`src/rtl/midi_pkg.sv`:
```
// Shared types and helpers for the MIDI message parser: FSM states, status
// constants, per-status data length and the internal output-event record.
package midi_pkg;

  typedef enum logic [1:0] {
    IDLE    = 2'd0,
    WAIT_D1 = 2'd1,
    WAIT_D2 = 2'd2,
    SYSEX   = 2'd3
  } state_e;

  localparam logic [7:0] ST_SYSEX  = 8'hF0;
  localparam logic [7:0] ST_EOX    = 8'hF7;
  localparam logic [7:0] ST_RT_MIN = 8'hF8;

  // One pending output: either an error pulse or a framed message.
  typedef struct packed {
    logic       is_err;
    logic [7:0] status;
    logic [6:0] d1;
    logic [6:0] d2;
    logic [1:0] len;
  } evt_t;

  function automatic logic [1:0] data_len(input logic [7:0] st);
    logic [1:0] len;
    len = 2'd0;
    case (st[7:4])
      4'h8, 4'h9, 4'hA, 4'hB, 4'hE: len = 2'd2;
      4'hC, 4'hD:                   len = 2'd1;
      4'hF:
        case (st[3:0])
          4'h1, 4'h3: len = 2'd1;
          4'h2:       len = 2'd2;
          default:    len = 2'd0;
        endcase
      default: len = 2'd0;
    endcase
    return len;
  endfunction

  function automatic logic is_channel_msg(input logic [7:0] st);
    return st[7] && (st[7:4] != 4'hF);
  endfunction

  // Undefined system statuses, and EOX seen outside a SysEx dump.
  function automatic logic is_bad_status(input logic [7:0] st);
    return (st == 8'hF4) || (st == 8'hF5) || (st == ST_EOX);
  endfunction

  function automatic evt_t mk_msg(input logic [7:0] st, input logic [6:0] d1,
                                  input logic [6:0] d2, input logic [1:0] len);
    evt_t e;
    e.is_err = 1'b0;
    e.status = st;
    e.d1     = d1;
    e.d2     = d2;
    e.len    = len;
    return e;
  endfunction

endpackage

```
`src/rtl/midi_timeout_ctr.sv`:
```
// Inter-byte timeout counter: restarts on reload, counts while enabled, and
// flags expiry after TIMEOUT_CYC quiet cycles (TIMEOUT_CYC = 0 disables it).
module midi_timeout_ctr #(
  parameter int          CNT_W       = 24,
  parameter logic [31:0] TIMEOUT_CYC = 32'd0
) (
  input  logic clk,
  input  logic rst_n,
  input  logic reload_i,
  input  logic en_i,
  output logic expire_o
);

  localparam bit               TO_EN = (TIMEOUT_CYC != 32'd0);
  localparam logic [CNT_W-1:0] LIMIT = CNT_W'(TIMEOUT_CYC - 32'd1);

  logic [CNT_W-1:0] cnt_q, cnt_d;

  always_comb begin
    cnt_d = cnt_q;
    if (reload_i || !en_i) begin
      cnt_d = '0;
    end else begin
      cnt_d = cnt_q + CNT_W'(1);
    end
  end

  always_ff @(posedge clk or negedge rst_n) begin
    if (!rst_n) begin
      cnt_q <= '0;
    end else begin
      cnt_q <= cnt_d;
    end
  end

  assign expire_o = TO_EN && en_i && !reload_i && (cnt_q == LIMIT);

endmodule

```
`src/rtl/midi_msg_parser.sv`:
```
// MIDI byte-stream parser: frames messages with running status, SysEx skip,
// channel filter and inter-byte timeout. Optional macro: MIDI_REALTIME_PASS_EN.
module midi_msg_parser
  import midi_pkg::*;
#(
  parameter logic [15:0] CH_MASK     = 16'hFFFF,
  parameter logic [31:0] TIMEOUT_CYC = 32'd0,
  parameter int          CNT_W       = 24
) (
  input  logic       clk,
  input  logic       rst_n,
  input  logic [7:0] din,
  input  logic       din_vld,
  output logic       msg_vld,
  output logic [7:0] msg_status,
  output logic [6:0] msg_d1,
  output logic [6:0] msg_d2,
  output logic [1:0] msg_len,
  output logic       err,
  output logic       rt_vld,
  output logic [7:0] rt_byte
);

  state_e     state_q, state_d;
  logic [7:0] st_q, st_d;
  logic       rs_vld_q, rs_vld_d;
  logic [6:0] d1_q, d1_d;
  evt_t       pend_q, pend_d;
  logic       pend_vld_q, pend_vld_d;

  logic       msg_vld_q, err_q;
  logic [7:0] msg_status_q;
  logic [6:0] msg_d1_q, msg_d2_q;
  logic [1:0] msg_len_q;

  logic       is_rt, byte_vld, expire, in_wait;
  logic [1:0] len_st;
  logic       pass_st;
  logic       ev_err, ev_msg;
  evt_t       msg_ev, err_ev, out_ev;
  logic       out_v;

  assign is_rt    = din_vld && (din >= ST_RT_MIN);
  assign byte_vld = din_vld && !is_rt;
  assign in_wait  = (state_q == WAIT_D1) || (state_q == WAIT_D2);
  assign len_st   = data_len(st_q);
  assign pass_st  = !is_channel_msg(st_q) || CH_MASK[st_q[3:0]];

  midi_timeout_ctr #(
    .CNT_W      (CNT_W),
    .TIMEOUT_CYC(TIMEOUT_CYC)
  ) u_timeout (
    .clk     (clk),
    .rst_n   (rst_n),
    .reload_i(byte_vld),
    .en_i    (in_wait),
    .expire_o(expire)
  );

  always_comb begin
    state_d  = state_q;
    st_d     = st_q;
    rs_vld_d = rs_vld_q;
    d1_d     = d1_q;
    ev_err   = 1'b0;
    ev_msg   = 1'b0;
    msg_ev   = '0;
    if (byte_vld) begin
      if (din[7]) begin
        if ((state_q == SYSEX) && (din == ST_EOX)) begin
          state_d = IDLE;
        end else begin
          // A status byte always restarts framing; cutting into a partial message is an error.
          ev_err   = in_wait;
          state_d  = IDLE;
          rs_vld_d = 1'b0;
          if (din == ST_SYSEX) begin
            state_d = SYSEX;
          end else if (is_bad_status(din)) begin
            ev_err = 1'b1;
          end else if (data_len(din) == 2'd0) begin
            ev_msg = 1'b1;
            msg_ev = mk_msg(din, 7'd0, 7'd0, 2'd0);
          end else begin
            st_d     = din;
            rs_vld_d = is_channel_msg(din);
            state_d  = WAIT_D1;
          end
        end
      end else if ((state_q == IDLE) && !rs_vld_q) begin
        ev_err = 1'b1;
      end else if ((state_q == IDLE) || (state_q == WAIT_D1)) begin
        if (len_st == 2'd1) begin
          ev_msg  = pass_st;
          msg_ev  = mk_msg(st_q, din[6:0], 7'd0, 2'd1);
          state_d = IDLE;
        end else begin
          d1_d    = din[6:0];
          state_d = WAIT_D2;
        end
      end else if (state_q == WAIT_D2) begin
        ev_msg  = pass_st;
        msg_ev  = mk_msg(st_q, d1_q, din[6:0], 2'd2);
        state_d = IDLE;
      end
    end else if (expire) begin
      ev_err   = 1'b1;
      state_d  = IDLE;
      rs_vld_d = 1'b0;
    end
  end

  // err and msg_vld share one output slot; a len-0 cut-in yields both, so the message waits a cycle.
  always_comb begin
    err_ev        = '0;
    err_ev.is_err = 1'b1;
    out_ev        = '0;
    out_v         = 1'b0;
    pend_d        = pend_q;
    pend_vld_d    = 1'b0;
    if (pend_vld_q) begin
      out_v  = 1'b1;
      out_ev = pend_q;
      if (ev_err) begin
        pend_d     = err_ev;
        pend_vld_d = 1'b1;
      end else if (ev_msg) begin
        pend_d     = msg_ev;
        pend_vld_d = 1'b1;
      end
    end else if (ev_err) begin
      out_v  = 1'b1;
      out_ev = err_ev;
      if (ev_msg) begin
        pend_d     = msg_ev;
        pend_vld_d = 1'b1;
      end
    end else if (ev_msg) begin
      out_v  = 1'b1;
      out_ev = msg_ev;
    end
  end

  always_ff @(posedge clk or negedge rst_n) begin
    if (!rst_n) begin
      state_q      <= IDLE;
      st_q         <= 8'd0;
      rs_vld_q     <= 1'b0;
      d1_q         <= 7'd0;
      pend_q       <= '0;
      pend_vld_q   <= 1'b0;
      msg_vld_q    <= 1'b0;
      err_q        <= 1'b0;
      msg_status_q <= 8'd0;
      msg_d1_q     <= 7'd0;
      msg_d2_q     <= 7'd0;
      msg_len_q    <= 2'd0;
    end else begin
      state_q    <= state_d;
      st_q       <= st_d;
      rs_vld_q   <= rs_vld_d;
      d1_q       <= d1_d;
      pend_q     <= pend_d;
      pend_vld_q <= pend_vld_d;
      msg_vld_q  <= out_v && !out_ev.is_err;
      err_q      <= out_v && out_ev.is_err;
      if (out_v && !out_ev.is_err) begin
        msg_status_q <= out_ev.status;
        msg_d1_q     <= out_ev.d1;
        msg_d2_q     <= out_ev.d2;
        msg_len_q    <= out_ev.len;
      end
    end
  end

  assign msg_vld    = msg_vld_q;
  assign err        = err_q;
  assign msg_status = msg_status_q;
  assign msg_d1     = msg_d1_q;
  assign msg_d2     = msg_d2_q;
  assign msg_len    = msg_len_q;

`ifdef MIDI_REALTIME_PASS_EN
  logic       rt_vld_q;
  logic [7:0] rt_byte_q;

  always_ff @(posedge clk or negedge rst_n) begin
    if (!rst_n) begin
      rt_vld_q  <= 1'b0;
      rt_byte_q <= 8'd0;
    end else begin
      rt_vld_q <= is_rt;
      if (is_rt) begin
        rt_byte_q <= din;
      end
    end
  end

  assign rt_vld  = rt_vld_q;
  assign rt_byte = rt_byte_q;
`else
  assign rt_vld  = 1'b0;
  assign rt_byte = 8'd0;
`endif

endmodule
```
`config.mk`:
```
export PLATFORM = sky130hd
export DESIGN_NAME = midi_msg_parser
export DESIGN_NICKNAME = d
export VERILOG_FILES = /design/src/rtl/midi_pkg.sv /design/src/rtl/midi_timeout_ctr.sv /design/src/rtl/midi_msg_parser.sv
export SDC_FILE = /design/constraint.sdc
export NUM_CORES = 1
export LEC_CHECK = 0
export CORE_MARGIN = 5
export CORE_UTILIZATION = 40
export DETAILED_ROUTE_END_ITERATION = 8
export PLACE_DENSITY = 0.71
export SLEW_MARGIN = 20
export SYNTH_ARGS = -nofsm -noshare
export SYNTH_HDL_FRONTEND = slang
export SYNTH_SLANG_ARGS = --single-unit
export TNS_END_PERCENT = 10
```
`constraint.sdc`:
```
create_clock -name clk -period 2.6 [get_ports clk]
set_clock_uncertainty 0.15 [all_clocks]
set_input_delay 0.26 -clock clk [delete_from_list [all_inputs] [get_ports clk]]
set_output_delay 0.26 -clock clk [all_outputs]
set_load 0.03 [all_outputs]
```
**After elaboration in Yosys (flattened, before gate mapping)**

Memory sizes are Yosys's and may differ from the RTL's.
Cells that the tools add are included.

- Flip-flop bits (word level): 70
- Bits in read-only memories: 16
- Input bits: 11
- Word-level logic and storage cells: 150
- Memories: 1

- Order comparisons: 2
- Equal/unequal tests: 33
- Mux-type cells: 60
- Bitwise logic cells: 7
- Reductions and logical operators: 31

Memories:

| memory | words | width | rd ports | clocked after memory_dff | write ports | line | source |
|---|---|---|---|---|---|---|---|
| (name not given) | 16 | 1 | 1 | 0 | 0 | midi_msg_parser.sv:47 | `assign pass_st = !is_channel_msg(st_q) \|\| CH_MASK[st_q[3:0]];` |

Operators with widths:

| operator | number |
|---|---|
| $mux 25 | 11 |
| $mux 24 | 6 |
| $eq 4x4->1 const B | 16 |
| $eq 8x8->1 const B | 4 |
| $mux 1 | 27 |
| $mux 2 | 12 |
| $eq 4x2->1 const B | 4 |
| $pmux 2 s3 | 2 |
| $reduce_or 5->1 | 2 |
| $eq 4x1->1 const B | 2 |
| $ge 8x8->1 const B | 1 |
| $logic_and 1x1->1 | 8 |
| $ne 4x4->1 const B | 2 |
| $pmux 2 s2 | 2 |
| $reduce_or 2->1 | 4 |
| $not 1->1 | 7 |
| $reduce_and 3->1 | 2 |
| $reduce_and 6->1 | 1 |
| $logic_or 1x1->1 | 5 |
| $lt 4x5->1 const B | 1 |
| $reduce_and 5->1 | 1 |
| $eq 2x1->1 const B | 2 |
| $eq 2x2->1 const B | 2 |
| $logic_not 1->1 | 4 |
| 4 further kinds | 5 |

**Longest topological paths before layout**

- Word-level depth: 21
- Depth in mapped cells: 10
- Mapped depth without buffers: 9

**By module**

Synthesis repeated with hierarchy kept, for this count alone.

- Cells, all modules: 352
- Area total of the unflattened synthesis: 3,582.2 um^2

By module, submodules not included:

| module | times used | cells an instance | area an instance (um^2) |
|---|---|---|---|
| midi_msg_parser | 1 | 350 | 3,570.9 |
| midi_timeout_ctr | 1 | 2 | 11.3 |

**Worst setup path before layout**

Ideal clock, no wire load.

- Path kind: register to register
- Start point: register state_q[1]
- End point: register msg_d2_q[4] (netlist: msg_d2[4])
- Setup time: 126 ps
- Data arrival time: 2,365 ps
- Slack: -41 ps
- Cell stages (with the launch flop): 11
- Period minus slack after synthesis: 2,641 ps
- Cell sequence: dfrtp_1 > inv_1 > ha_1 > and2b_1 > a2111oi_4 > o311ai_2 > nand3b_4 > and2_4 > buf_6 > buf_6 > a221o_1

- Longest elaborated chain between the ends: 11

Ends and longest elaborated chain:

| item | line | source |
|---|---|---|
| start: declaration | midi_msg_parser.sv:24 | `state_e state_q, state_d;` |
| start signal: assignment | midi_msg_parser.sv:159 | `state_q <= state_d;` |
| $eq 2x2->1, or another cell as far along | midi_msg_parser.sv:45, midi_msg_parser.sv:101 |  |
| $mux 1, or another cell as far along | midi_msg_parser.sv:101 | `end else if (state_q == WAIT_D2) begin` |
| $mux 1, on equally long branches | midi_msg_parser.sv:92, midi_msg_parser.sv:79 |  |
| $mux 1, on equally long branches | midi_msg_parser.sv:90, midi_msg_parser.sv:77 |  |
| $mux 1, on equally long branches | midi_msg_parser.sv:69, midi_msg_parser.sv:70 |  |
| $mux 1, on equally long branches | midi_msg_parser.sv:68, midi_msg_parser.sv:69 |  |
| $mux 25 / $mux 1 (equally long branches) | midi_msg_parser.sv:138, midi_msg_parser.sv:68 |  |
| $mux 25 | midi_msg_parser.sv:131 | `end else if (ev_err) begin` |
| $mux 25 | midi_msg_parser.sv:121 | `if (pend_vld_q) begin` |
| $logic_not 1->1 | midi_msg_parser.sv:167 | `if (out_v && !out_ev.is_err) begin` |
| $logic_and 1x1->1 | midi_msg_parser.sv:167 |  |
| end signal: assignment | midi_msg_parser.sv:170 | `msg_d2_q <= out_ev.d2;` |
| end: declaration | midi_msg_parser.sv:33 | `logic [6:0] msg_d1_q, msg_d2_q;` |

Several ways; a longest one is shown, not always the timed one.
A chain may end at the register's enable or synchronous reset.

**Worst setup path after layout**

- Start point: register state_q[0]
- End point: register msg_d2_q[6] (netlist: msg_d2[6])

The elaborated chain is that of the path after synthesis.

==> flow_metrics.py <==
metrics = {
    "timing": {
        "final_hold_viol_count": 0,
        "tightest_slew_ns": 0.714,
        "fin_crit_sh_pct": 95.2,
        "drv_slew": 0,
        "setup_viol": 0,
        "max_freq_ghz": 0.404,
        "slew_headroom_pct": 52.2,
        "fin_setup_tns_ns": 0,
        "period_needed_ns": 2.47,
        "holdWs_ns": 0.315,
        "rsz0062_at_grt": "no",
        "setup_ws_ns": 0.126,
    },
    "global_routing": {
        "antenna_found_initial": 0,
        "track_usage_pct": 16.3,
        "grt_overflow": 0,
        "grt_pass1_vias": 2504,
        "grt_pass1_wl_um": 12900,
        "grt_max_degree": 71,
    },
    "yosys": {
        "netlist.area_leader.share_pct": 52.2,
        "yosysTopAreaCell": "dfrtp_1",
        "synth_area_um2": 3360,
        "async_flop_share_pct": 100,
        "yosysSeqAreaShare_pct": 52.2,
        "synth_cells": 293,
        "yosysWarnings": 0,
        "synthDistinctLibCells": 47,
        "yosys_most_used_dff": "dfrtp_1",
        "syn_area_per_cell_um2": 11.5,
        "synth_edf_count": 0,
        "synth.ff_latch_count": 70,
        "synthTopCellsByArea": "dfrtp_1, a22o_1, mux2_2, a221o_1, a21oi_1",
    },
    "floorplan": {
        "die_y_um": 102,
        "fp.dieW_um": 102,
        "start_util_pct": 41.0,
        "io_pins": 46,
        "rows": 33,
        "die-area_um2": 10300,
        "core_um2": 8180,
    },
    "worst_setup_path": {
        "r2r_slack_ns": 0.13,
        "r2r-end": "msg_d2[6]",
        "worst-path-buf-inv": 3,
        "startpoint_type": "flip-flop",
        "cp.arrival_ns": 2.56,
        "path_max_fanout": 18,
        "crit_slowest_cell": "dfrtp_1",
        "worstSetupEndpointType": "flip-flop",
        "cp_top_family": "compound AO/OA/AOI/OAI gates",
        "critPathKind": "flip-flop to flip-flop",
        "critPathMaxStageDelay_ns": 0.38,
        "r2r_cells": 10,
        "crit_chain": "inv_1, ha_2, and2b_2, nor3_1, o311ai_2, nand3b_4, buf_6, nor2_1, buf_4, a221o_1",
        "r2r-start": "state_q[0]",
        "cp.required_ns": 2.68,
    },
    "cells_and_area": {
        "final_layout_size_suffix_gt1_share_pct": 22.5,
        "area_growth_pct": 27.7,
        "most-common-layout-cells": "dfrtp_1, clkdlybuf4s50_1, buf_4",
        "layout_commonest_cell": "dfrtp_1",
        "num_antenna_cells": 0,
        "layout.nets": 376,
    },
    "route": {
        "drcViolationCount": 0,
        "wl_um": 7740,
        "dr.pass1.iters": 5,
        "vias_per_cell": 5.24,
        "vias": 2463,
        "wl_per_cell_um": 16.5,
        "drt_iter0_markers": 90,
        "ant_nets": 0,
    },
    "clock_tree": {
        "cts_buffers": 9,
        "cts-root-buf": "clkbuf_8",
        "clock_latency_ns": 0.35,
        "cts_tree": "done",
        "clk_pin_slew_ns": 0.08,
        "clock_path_buffers": 2,
        "h-tree-depth": 3,
        "cts_sinks": 70,
    },
    "status": {
        "status": "completed",
    },
    "power": {
        "switchingPower_w": 0.00134,
        "p_leak_nw": 2.00,
        "power_frac_clock_pct": 27.3,
        "intPower_w": 0.00264,
        "switching_share_pct": 33.6,
        "p_total_w": 0.00398,
        "p_comb_share_pct": 34.1,
        "power_density_nw_per_um2": 928,
        "pwr-share-seq_pct": 38.6,
        "peakVddDrop_uv": 280,
    },
    "place": {
        "place_ws_ns": -0.172,
        "io_buffers": 36,
        "place_hpwl_um": 5550,
        "gp_congestion": 0.912,
    },
    "job": {
        "cap_viol_max_count": 0,
    },
    "min_path": {
        "hold_path_class": "input pin to asynchronous set/reset pin",
    },
}
[layer usage]
| layer | up-vias | track usage, % | wire (um) |
|---|---|---|---|
| li1 | 1187 | - | - |
| met1 | 1193 | 22.4 | 3750 |
| met2 | 72 | 24.9 | 3490 |
| met3 | 11 | 2.89 | 355 |
| met4 | 0 | 7.67 | 139 |
| met5 | - | 0 | 0 |
[cells by family after synthesis]
kind of cell,share of synthesized area [%]
muxes,5.56
adders and majority gates,2.16
buffers and inverters,6.82
and+or+nand+nor,11.3
other,0.112
DFF,52.2
AOI/OAI and AO/OA,21.8
[synthesized netlist by cell type, drive strengths merged, types with 3 or more instances]
master and instances:
o21ai 7, nand2b 3, buf 16, nor2b 5, a221o 11, and2b 3
a21oi 15, nand3b 3, nand3 3, ha 5, mux2 13, nand2 10
dfrtp 70, nor2 10, clkbuf 11, mux2i 4, and2 12, nor3 5
inv 18, o22ai 12, a22o 33
[per-stage QoR]
step / util [%] / std cells / cell area (um^2)
floorplan: - / 301 / 3390
global placement: 49.2 / 453 / 4030
detailed placement: 49.2 / 453 / 4030
CTS: 52.3 / 470 / 4280
global route: 52.4 / 470 / 4290
finish: 52.4 / 470 / 4290
[how the worst max path moves through the flow]
stage                     from   endpoint  cells past startpoint  slack (ns)
finish              state_q[0]  msg_d2[6]                     10        0.13
global route        state_q[0]  msg_d2[6]                     10      0.0002
CTS                 state_q[0]  msg_d2[6]                     10        0.05
detailed placement      din[3]  msg_d2[3]                     10       -0.17
global placement        din[3]  msg_d2[6]                     10       -0.18
floorplan           state_q[1]  msg_d2[4]                     10       0.009
[worst reg2reg max path, delay by kind of cell (launching register included)]
kind                     cells  cell delay, ns
AO/OA/AOI/OAI                2            0.63
AND/OR/NAND/NOR              4            0.56
buffers and inverters        3            0.44
flip-flops                   1            0.38
adder cells (fa/ha/maj)      1            0.19
[state kept, by name, indices dropped and copies added, names as in the netlist]
name        count
pend_q         25
pend_vld_q      1
err             1
msg_d2          7
msg_d1          7
rs_vld_q        1
msg_vld         1
d1_q            7
st_q            8
msg_len         2
state_q         2
msg_status      8
[power groups by stage]
stage / sequential [W] / clock [W] / combinational [W]
global placement: 0.00155 / 0 / 0.00134
global route: 0.00158 / 0.00115 / 0.00147
detailed placement: 0.00156 / 0 / 0.00136
finish: 0.00154 / 0.00108 / 0.00136
floorplan: 0.00181 / 0 / 0.000596
CTS: 0.00154 / 0.00110 / 0.00137
[cell type report]
| class | count | area [um^2] |
|---|---|---|
| fillers | 719 | 3890 |
| repair buffers | 75 | 679 |
| inverters | 18 | 67.6 |
| clock inverters | 7 | 120 |
| well taps | 105 | 131 |
| multi-input cells | 186 | 1410 |
| clock buffers | 9 | 124 |
| flip-flops and latches | 70 | 1750 |
[repair_timing]
| action | in CTS | in global routing |
|---|---|---|
| buffers inserted | 0 | 0 |
| gates resized for setup | 0 | 2 |
| hold buffers | 1 | 0 |
| hold endpoints to repair | 70 | 0 |
| endpoints found under the setup margin | 0 | 9 |
Power figures use the tool's default switching activity.
